--- config.mk ---
export PLATFORM = sky130hd
export DESIGN_NAME = fault_event_tracker_flat
export DESIGN_NICKNAME = d
export VERILOG_FILES = /design/src/rtl/astro_pkg.sv /design/src/rtl/fault_event_tracker_if.sv /design/src/rtl/fault_debouncer.sv /design/src/rtl/fault_event_tracker.sv /design/src/flat_wrapper.sv
export SDC_FILE = /design/constraint.sdc
export NUM_CORES = 1
export LEC_CHECK = 0
export BUFFER_PORTS_ARGS = -buffer_cell sky130_fd_sc_hd__buf_2
export CAP_MARGIN = 25
export CORE_MARGIN = 3
export CORE_UTILIZATION = 25
export DETAILED_ROUTE_END_ITERATION = 7
export SYNTH_ARGS = -nofsm -noshare
export SYNTH_HDL_FRONTEND = slang
export SYNTH_SLANG_ARGS = --single-unit
--- constraint.sdc ---
create_clock -name clk_3125KHz -period 2.89 [get_ports clk_3125KHz]
set_input_delay 0.1445 -clock clk_3125KHz [delete_from_list [all_inputs] [get_ports clk_3125KHz]]
set_output_delay 0.1445 -clock clk_3125KHz [all_outputs]
set_load 0.02 [all_outputs]
--- src/rtl/astro_pkg.sv ---
// Shared types and constants for the fault event tracker: FSM state encoding and unit codes.
package astro_pkg;

   typedef enum logic [1:0] {
      S_IDLE  = 2'b00,
      S_FAULT = 2'b01,
      S_CARRY = 2'b10,
      S_DROP  = 2'b11
   } state_t;

   localparam logic [1:0] UNIT_EU   = 2'b00;
   localparam logic [1:0] UNIT_CU   = 2'b01;
   localparam logic [1:0] UNIT_RU   = 2'b10;
   localparam logic [1:0] UNIT_NONE = 2'b11;

   localparam logic [1:0] FAULT_COUNT_MAX = 2'd3;

endpackage

--- src/rtl/fault_event_tracker_if.sv ---
// Bundle of bot event inputs and held status outputs exchanged with the fault event tracker.
interface fault_event_tracker_if;
   import astro_pkg::*;

   // No backpressure: every event is a one-cycle strobe (valid only, ready is implicitly 1),
   // sampled on each clock edge; status outputs are levels valid whenever observed.
   logic       fault_raw;
   logic [1:0] unit_sel;
   logic       node_reached;
   logic       pick_done;
   logic       drop_done;
   logic       run_end;

   logic       fault_detect;
   logic       block_picked;
   logic       object_drop;
   logic       node_flag;
   logic       run_complete;
   logic       EU_fault_flag;
   logic       CU_fault_flag;
   logic       RU_fault_flag;
   logic [1:0] fault_count;

   state_t     fsm_state;
   logic       fault_level;

   modport master (
      output fault_raw, unit_sel, node_reached, pick_done, drop_done, run_end,
      input  fault_detect, block_picked, object_drop, node_flag, run_complete,
      input  EU_fault_flag, CU_fault_flag, RU_fault_flag, fault_count,
      input  fsm_state, fault_level
   );

   modport slave (
      input  fault_raw, unit_sel, node_reached, pick_done, drop_done, run_end,
      output fault_detect, block_picked, object_drop, node_flag, run_complete,
      output EU_fault_flag, CU_fault_flag, RU_fault_flag, fault_count,
      output fsm_state, fault_level
   );

endinterface

--- src/rtl/fault_debouncer.sv ---
// Two-flop synchronizer plus consecutive-high counter for the IR fault sensor.
// fault_evt is a single-cycle strobe on the debounced rising edge only.
module fault_debouncer #(
   parameter int unsigned DEBOUNCE_CYC = 3125
) (
   input  logic clk,
   input  logic rst_n,
   input  logic fault_raw,
   output logic level,
   output logic fault_evt
);

   localparam logic [31:0] DEB_LAST = DEBOUNCE_CYC - 1;

   logic        sync_1;
   logic        sync_2;
   logic [31:0] cnt;

   always_ff @(posedge clk) begin
      if (!rst_n) begin
         sync_1    <= 1'b0;
         sync_2    <= 1'b0;
         cnt       <= '0;
         level     <= 1'b0;
         fault_evt <= 1'b0;
      end else begin
         sync_1    <= fault_raw;
         sync_2    <= sync_1;
         fault_evt <= 1'b0;
         if (!sync_2) begin
            cnt   <= '0;
            level <= 1'b0;
         end else if (!level) begin
            // Counter freezes once the level is up, so a held sensor never retriggers.
            if (cnt == DEB_LAST) begin
               level     <= 1'b1;
               fault_evt <= 1'b1;
            end else begin
               cnt <= cnt + 32'd1;
            end
         end
      end
   end

endmodule

--- src/rtl/fault_event_tracker.sv ---
// Turns raw bot events into held status levels for the LED driver and tracks one
// fault-service cycle (detect -> pick -> drop) tagged with the unit it occurred in.
module fault_event_tracker
   import astro_pkg::*;
#(
   parameter int unsigned DEBOUNCE_CYC = 3125,
   parameter int unsigned PULSE_HOLD   = 312500
) (
   input  logic                  clk_3125KHz,
   input  logic                  rst_n,
   fault_event_tracker_if.slave  bus
);

   localparam logic [31:0] HOLD_LAST = PULSE_HOLD - 1;
   localparam logic [31:0] HOLD_LOAD = PULSE_HOLD;

   logic        fault_level;
   logic        fault_evt;
   state_t      state;
   state_t      next_state;
   logic [1:0]  unit_q;
   logic [31:0] drop_cnt;
   logic [31:0] node_cnt;
   logic        run_done;
   logic [1:0]  count_q;

   fault_debouncer #(
      .DEBOUNCE_CYC (DEBOUNCE_CYC)
   ) u_debouncer (
      .clk       (clk_3125KHz),
      .rst_n     (rst_n),
      .fault_raw (bus.fault_raw),
      .level     (fault_level),
      .fault_evt (fault_evt)
   );

   always_ff @(posedge clk_3125KHz) begin
      if (!rst_n) state <= S_IDLE;
      else        state <= next_state;
   end

   // Once the run has ended the FSM is parked in idle until reset.
   always_comb begin
      next_state = state;
      if (run_done || bus.run_end) begin
         next_state = S_IDLE;
      end else begin
         case (state)
            S_IDLE:  if (fault_evt && (bus.unit_sel != UNIT_NONE)) next_state = S_FAULT;
            S_FAULT: if (bus.pick_done)                            next_state = S_CARRY;
            S_CARRY: if (bus.drop_done)                            next_state = S_DROP;
            S_DROP:  if (drop_cnt == HOLD_LAST)                    next_state = S_IDLE;
            default:                                               next_state = S_IDLE;
         endcase
      end
   end

   always_ff @(posedge clk_3125KHz) begin
      if (!rst_n) begin
         unit_q   <= UNIT_EU;
         drop_cnt <= '0;
         node_cnt <= '0;
         run_done <= 1'b0;
         count_q  <= '0;
      end else begin
         if ((state == S_IDLE) && (next_state == S_FAULT)) unit_q <= bus.unit_sel;
         drop_cnt <= (state == S_DROP) ? drop_cnt + 32'd1 : '0;
         if ((state == S_CARRY) && (next_state == S_DROP) && (count_q != FAULT_COUNT_MAX))
            count_q <= count_q + 2'd1;
         if (bus.run_end) run_done <= 1'b1;
         // A retrigger reloads the full hold so the flag never dips between nodes.
         if (bus.node_reached)    node_cnt <= HOLD_LOAD;
         else if (node_cnt != '0) node_cnt <= node_cnt - 32'd1;
      end
   end

   always_comb begin
      bus.fault_detect  = (state == S_FAULT);
      bus.block_picked  = (state == S_CARRY);
      bus.object_drop   = (state == S_DROP);
      bus.EU_fault_flag = (state != S_IDLE) && (unit_q == UNIT_EU);
      bus.CU_fault_flag = (state != S_IDLE) && (unit_q == UNIT_CU);
      bus.RU_fault_flag = (state != S_IDLE) && (unit_q == UNIT_RU);
      bus.node_flag     = (node_cnt != '0);
      bus.run_complete  = run_done;
      bus.fault_count   = count_q;
      bus.fsm_state     = state;
      bus.fault_level   = fault_level;
   end

endmodule
--- src/flat_wrapper.sv ---
// flat-port wrapper written by rule: the top's interface ports become plain ports
module fault_event_tracker_flat import astro_pkg::*;
#(
   parameter int unsigned DEBOUNCE_CYC = 3125,
   parameter int unsigned PULSE_HOLD   = 312500
)
  (clk_3125KHz, rst_n, bus_fault_raw, bus_unit_sel, bus_node_reached, bus_pick_done, bus_drop_done, bus_run_end, bus_fault_detect, bus_block_picked, bus_object_drop, bus_node_flag, bus_run_complete, bus_EU_fault_flag, bus_CU_fault_flag, bus_RU_fault_flag, bus_fault_count, bus_fsm_state, bus_fault_level);
  fault_event_tracker_if bus_i ();
  input  logic clk_3125KHz;
  input  logic rst_n;
  input wire logic [$bits(bus_i.fault_raw)-1:0] bus_fault_raw;
  input wire logic [$bits(bus_i.unit_sel)-1:0] bus_unit_sel;
  input wire logic [$bits(bus_i.node_reached)-1:0] bus_node_reached;
  input wire logic [$bits(bus_i.pick_done)-1:0] bus_pick_done;
  input wire logic [$bits(bus_i.drop_done)-1:0] bus_drop_done;
  input wire logic [$bits(bus_i.run_end)-1:0] bus_run_end;
  output wire logic [$bits(bus_i.fault_detect)-1:0] bus_fault_detect;
  output wire logic [$bits(bus_i.block_picked)-1:0] bus_block_picked;
  output wire logic [$bits(bus_i.object_drop)-1:0] bus_object_drop;
  output wire logic [$bits(bus_i.node_flag)-1:0] bus_node_flag;
  output wire logic [$bits(bus_i.run_complete)-1:0] bus_run_complete;
  output wire logic [$bits(bus_i.EU_fault_flag)-1:0] bus_EU_fault_flag;
  output wire logic [$bits(bus_i.CU_fault_flag)-1:0] bus_CU_fault_flag;
  output wire logic [$bits(bus_i.RU_fault_flag)-1:0] bus_RU_fault_flag;
  output wire logic [$bits(bus_i.fault_count)-1:0] bus_fault_count;
  output wire logic [$bits(bus_i.fsm_state)-1:0] bus_fsm_state;
  output wire logic [$bits(bus_i.fault_level)-1:0] bus_fault_level;
  assign bus_i.fault_raw = bus_fault_raw;
  assign bus_i.unit_sel = bus_unit_sel;
  assign bus_i.node_reached = bus_node_reached;
  assign bus_i.pick_done = bus_pick_done;
  assign bus_i.drop_done = bus_drop_done;
  assign bus_i.run_end = bus_run_end;
  assign bus_fault_detect = bus_i.fault_detect;
  assign bus_block_picked = bus_i.block_picked;
  assign bus_object_drop = bus_i.object_drop;
  assign bus_node_flag = bus_i.node_flag;
  assign bus_run_complete = bus_i.run_complete;
  assign bus_EU_fault_flag = bus_i.EU_fault_flag;
  assign bus_CU_fault_flag = bus_i.CU_fault_flag;
  assign bus_RU_fault_flag = bus_i.RU_fault_flag;
  assign bus_fault_count = bus_i.fault_count;
  assign bus_fsm_state = bus_i.fsm_state;
  assign bus_fault_level = bus_i.fault_level;
  fault_event_tracker #(.DEBOUNCE_CYC(DEBOUNCE_CYC), .PULSE_HOLD(PULSE_HOLD)) u_core (.clk_3125KHz(clk_3125KHz), .rst_n(rst_n), .bus(bus_i));
endmodule
==> impl_metrics.toml, run 1 <==
[power_and_ir_drop]
p_per_area_nw_per_um2 = 504.5
peakVddDrop_mv = 0.2511
p_leak_nw = 1.820

[timing]
slew-limit-headroom = 0.5359
fmax_ghz = 0.3800
finalCriticalPeriod_ps = 2632
rsz0062_at_grt = "no"
hold_viol_final = 0
finalSetupViolCount = 0
slew_viol_final = 0
totalNegativeSetupSlack_ps = 0
setup_ws_ps = 258.3
finalClockSkew_ps = 10.94
fin_crit_sh = 0.9106
worstMarginPinSlew_ps = 694.5

[synthesis]
synth_cell_type_count = 50
yosys.cell_count.top_type = "dfxtp_1"
synthArstFlopShare = 0
syn_area_um2 = 5100
synth_edf_count = 0
synth_top_area_cell = "dfxtp_1"
yosys-top-cells-count = "dfxtp_1 (107), nor2_1 (72), xnor2_1 (39)"
synth.avg_cell_area_um2 = 8.543
postSynthCellCount = 597
synth-seq-cells = 107
yosys_warnings = 0
yosysSeqAreaShare = 0.4200
ys.flop_type = "dfxtp_1"
syn_nets = 611
netlist.area_leader.share = 0.4200
synth_top_cells_by_area = "dfxtp_1 (42%), xnor2_1 (6.7%), nor2_1 (5.3%)"

[critical_path]
crit_type = "flop to primary output"
ff2ff_setup_slack_ps = 400
critPathMaxFanout = 7
arrival_ps = 2490
worstPathRequired_ps = 2750
r2r-start = "u_core.node_cnt[3]"
critPathLaunchType = "flop"
cp-end-kind = "primary output"
r2r-end = "u_core.node_cnt[27]"
ff2ff_path_depth = 5

[hold_path]
whs_path_depth = 3
holdPathEnd = "u_core.bus.run_complete"
worst_hold_startpoint = "bus_run_end"
hp-class = "input port to flop"

[detailed_routing]
via_per_inst = 4.801
met2_length_um = 4808
wl_met3_um = 360
first_pass_iters = 4
top_layer = "met4"
wirelength_um = 10910
antenna_left = 0
drc = 0
met1Wirelength_um = 5546
wl_per_cell_um = 12.34
drt_iter0_markers = 266
vias = 4244

[clock_tree]
clkTransAtPathRegs_ps = 80
ctsHtreeMaxLevel = 3
post_cts_buffers = 0
insertion_delay_ps = 360
cts_sinks = 107
cts_tree = "yes"
cts_max_path_buffers = 2
cts_root_buf = "clkbuf_16"
cts_buffers = 9

[die]
initial_core_util = 0.2578
die_w_um = 148.8
num_io_pins = 22
die_height_um = 148.8
coreArea_um2 = 19780
row_count = 51
die_area_um2 = 22150

[place]
place_ws_ps = 439.6
io_buffers = 21
gp_congestion = 0.7976
place_hpwl_um = 7540

[grt]
grt_max_degree = 34
gr-total-overflow = 0
first_global_vias = 3854
grt_use_total = 0.1013
grt_pass1_wl_um = 18770
antenna_found_initial = 0

[run_status]
outcome = "finished, final reports clean"

[final_layout]
drive_gt1_frac = 0.09532
nets = 628
area_delta_synth_final_pct = 13.91
diodes = 0
utilization = 0.2937

[flow_run]
cap_viol_max_count = 0
==> metal layers <==
metal / GRT usage / up-vias
met5: 0 / -
met4: 0.04119 / 0
met3: 0.01580 / 11
met2: 0.1596 / 67
met1: 0.1391 / 1966
li1: - / 2200
==> layout make-up <==
cell class | count | area (µm²)
clock buffer | 9 | 225.2
clock inverter | 7 | 66.31
fill | 2149 | 13970
inverter | 19 | 71.32
multi-input combinational | 447 | 2798
sequential | 107 | 2142
tap | 265 | 331.6
timing repair buffer | 30 | 175.2
==> flip-flops by register name (all words and copies together), names as in the netlist, 2 cells and up <==
signal,cells
u_core.drop_cnt,32
u_core.unit_q,2
u_core.bus.fsm_state,2
u_core.node_cnt,32
u_core.bus.fault_count,2
u_core.u_debouncer.cnt,32
==> through the flow <==
step | cells | instance area, µm² | power [mW] | hold WS [ps]
after floorplan | 597 | 5100 | 1.694 | 271.8
after global placement | 867 | 5503 | 1.741 | 354.3
after detailed placement | 867 | 5503 | 1.744 | 365.5
after CTS | 884 | 5804 | 2.972 | 60.60
after global routing | 884 | 5809 | 3.064 | 94.11
final | 884 | 5809 | 2.931 | 70.20
==> power by group <==
group / internal, mW / switching (mW)
combinational: 0.0775 / 0.119
sequential: 1.49 / 0.0208
clock: 0.608 / 0.610
total: 2.18 / 0.750
==> how the worst max path moves through the flow <==
stage,to,depth (start not counted),slack [ps],start
after floorplan,u_core.node_cnt[1],7,570,u_core.node_cnt[3]
after global placement,u_core.node_cnt[27],5,450,u_core.node_cnt[3]
after detailed placement,u_core.node_cnt[29],5,440,u_core.node_cnt[3]
after CTS,bus_node_flag,5,90,u_core.node_cnt[3]
after global routing,bus_node_flag,5,120,u_core.node_cnt[3]
final,bus_node_flag,5,260,u_core.node_cnt[3]
==> critical path, stage by stage, from the launching register on <==
cell and delay [ps]:
dfxtp_1 350, or4_1 630, or3_1 540, nor3_2 320, inv_1 120, buf_2 180
==> cells by family after synthesis <==
| family | synth area share |
|---|---|
| mux | 0.01178 |
| simple gates | 0.3027 |
| fa+ha+maj | 0.01227 |
| flops | 0.4200 |
| compound gates | 0.1143 |
| buf+inv | 0.03238 |
| xor+xnor | 0.1065 |
==> layout by cell type (no fill, tap or decap), types with 7 or more instances in the layout <==
cell type  netlist  final
a21oi_1         27     27
and3_1           9      9
and4_1           8      8
buf_2            3     21
buf_4            0      8
clkbuf_16        0      9
dfxtp_1        107    107
inv_1           19     19
nand2_1         31     31
nand3_1         26     26
nand4_1         18     18
nor2_1          72     72
nor2b_1          7      7
nor3_1          22     21
nor4_1          28     28
o211ai_1         7      7
o21a_1           8      8
o21ai_0         22     22
o31ai_1         11     11
or3_1           17     17
or4_1           14     14
xnor2_1         39     39
xor2_1          23     23
==> repair_timing <==
| item | in CTS | in global routing |
|---|---|---|
| hold buffers | 1 | 0 |
| setup endpoints to repair | 0 | 1 |
| resized for setup | 0 | 1 |
| hold endpoints to repair | 1 | 0 |
Power figures use the tool's default switching activity.
==> inputs of run 2 (changes only) <==
Settings changed: BUFFER_PORTS_ARGS -buffer_cell sky130_fd_sc_hd__buf_2 to -buffer_cell sky130_fd_sc_hd__buf_4.
==> run 2 against run 1 <==
Net effect:
- sequential cell count is the same
- worst setup slack gained 3.5 ps
- clock-buffer cell count grew 1
- utilization grew 0.30 points
- cell count shrank 0.11%
- sequential power is essentially flat
- total power grew 2.0%
- register-to-register slack lost 40 ps
- highest routed layer unchanged
- design area grew 1.0%
- global-route usage grew 0.066 points
- via count shrank 0.90%
- largest cell class unchanged
==> impl_metrics.toml, run 2 (synthesis gave the netlist of run 1 again) <==
[timing]
totalNegativeSetupSlack_ps = 0
fmax_ghz = 0.3805
setup_ws_ps = 261.8
hold_viol_final = 0
finalClockSkew_ps = 9.614
finalCriticalPeriod_ps = 2628
slew-limit-headroom = 0.4038
slew_viol_final = 0
finalSetupViolCount = 0
worstMarginPinSlew_ps = 892.1
fin_crit_sh = 0.9094
rsz0062_at_grt = "no"

[detailed_routing]
drt_iter0_markers = 305
wirelength_um = 10880
wl_per_cell_um = 12.32
drc = 0
first_pass_iters = 5
antenna_left = 0
vias = 4206
via_per_inst = 4.763

[power_and_ir_drop]
finalPower_mw = 2.989
swShare = 0.2368
peakVddDrop_mv = 0.2529
power_frac_comb = 0.065
p_per_area_nw_per_um2 = 509.2
power.internal_mw = 2.281
power.share.clock = 0.428
power_switching_mw = 0.7078
p_leak_nw = 1.840
seqPwrFrac = 0.507

[die]
die_w_um = 148.8
die_area_um2 = 22150
coreArea_um2 = 19780
die_height_um = 148.8
initial_core_util = 0.2578
num_io_pins = 22
row_count = 51

[place]
gp_congestion = 0.7983
place_ws_ps = 410.3
place_area_um2 = 5555
io_buffers = 21
place_hpwl_um = 7456

[clock_tree]
clkTransAtPathRegs_ps = 80
cts_tree = "yes"
cts_max_path_buffers = 2
post_cts_resized = 0
cts_sinks = 107
cts_root_buf = "clkbuf_16"
post_cts_buffers = 0
insertion_delay_ps = 350
hold_buffers = 0
ctsHtreeMaxLevel = 3
cts_buffers = 9

[final_layout]
area_delta_synth_final_pct = 15.09
final_cell_area_um2 = 5869
final_common_cell = "dfxtp_1"
nets = 627
drive_gt1_frac = 0.09547
reg_top3 = "u_core.drop_cnt: 32 flops, u_core.node_cnt: 32 flops, u_core.u_debouncer.cnt: 32 flops"
final_cell_mix = "dfxtp_1 (107), nor2_1 (72), xnor2_1 (39), nand2_1 (31), buf_4 (29)"
diodes = 0

[critical_path]
crit_family = "simple AND/OR/NAND/NOR gates"
critPathLaunchType = "flop"
worstPathRequired_ps = 2750
cp-end-kind = "primary output"
crit_path_top_delay_cell = "or4_1"
crit_type = "flop to primary output"
crit_buf_inv = 2
arrival_ps = 2480
critPathMaxFanout = 7
critPathMaxStageDelay_ps = 640
crit_chain = "or4_1 -> or3_1 -> nor3_2 -> inv_1 -> buf_4"

[hold_path]
hp-class = "input port to flop"

[grt]
antenna_found_initial = 0
gr-total-overflow = 0
grt_pass1_wl_um = 18920
first_global_vias = 3854
grt_use_total = 0.1020
grt_max_degree = 34

[run_status]
outcome = "finished, final reports clean"

[flow_run]
cap_viol_max_count = 0
[run 2: power by group through the flow]
| stage | sequential (mW) | clock [mW] | combinational, mW |
|---|---|---|---|
| 3_3_place_gp | 1.55 | 0 | 0.195 |
| 2_1_floorplan | 1.55 | 0 | 0.149 |
| 3_5_place_dp | 1.55 | 0 | 0.194 |
| 4_1_cts | 1.52 | 1.32 | 0.195 |
| 5_1_grt | 1.52 | 1.37 | 0.221 |
| 6_report | 1.52 | 1.28 | 0.194 |
[run 2: path summary, 6_finish.rpt]
path / start / end / slack (ps) / cells past startpoint
worst min-delay path: bus_fault_raw / u_core.u_debouncer.sync_1 / 10 / 2
worst min register to register: u_core.u_debouncer.sync_1 / u_core.u_debouncer.sync_2 / 440 / 1
worst max-delay path: u_core.node_cnt[3] / bus_node_flag / 260 / 5
worst max register to register: u_core.node_cnt[3] / u_core.node_cnt[29] / 360 / 5
[run 2: final cells by class]
cell class,instances,area (µm²)
sequential,107,2142
inverter,19,71.32
fill,2123,13910
timing repair buffer,29,217.7
clock inverter,6,70.07
tap,265,331.6
multi-input combinational,447,2798
clock buffer,10,239.0
[run 2: worst register-to-register path: cells and delay by family (launching register included)]
kind               cells  cell delay (ps)
and+or+nand+nor        3             1550
AOI/OAI and AO/OA      2              570
DFF                    1              350
[run 2: stage by stage]
step,utilization,instances,hold WS [ps]
2_1_floorplan,-,597,271.8
3_3_place_gp,0.2808,867,373.4
3_5_place_dp,0.2808,867,371.8
4_1_cts,0.2965,883,4.510
5_1_grt,0.2967,883,13.06
6_report,0.2967,883,13.05
[run 2: routing by layer]
| metal | vias up | wire [µm] | global-route usage |
|---|---|---|---|
| li1 | 2197 | - | - |
| met5 | - | 0 | 0 |
| met4 | 0 | 192 | 0.04348 |
| met2 | 75 | 4675 | 0.1537 |
| met1 | 1924 | 5492 | 0.1434 |
| met3 | 10 | 516 | 0.01823 |
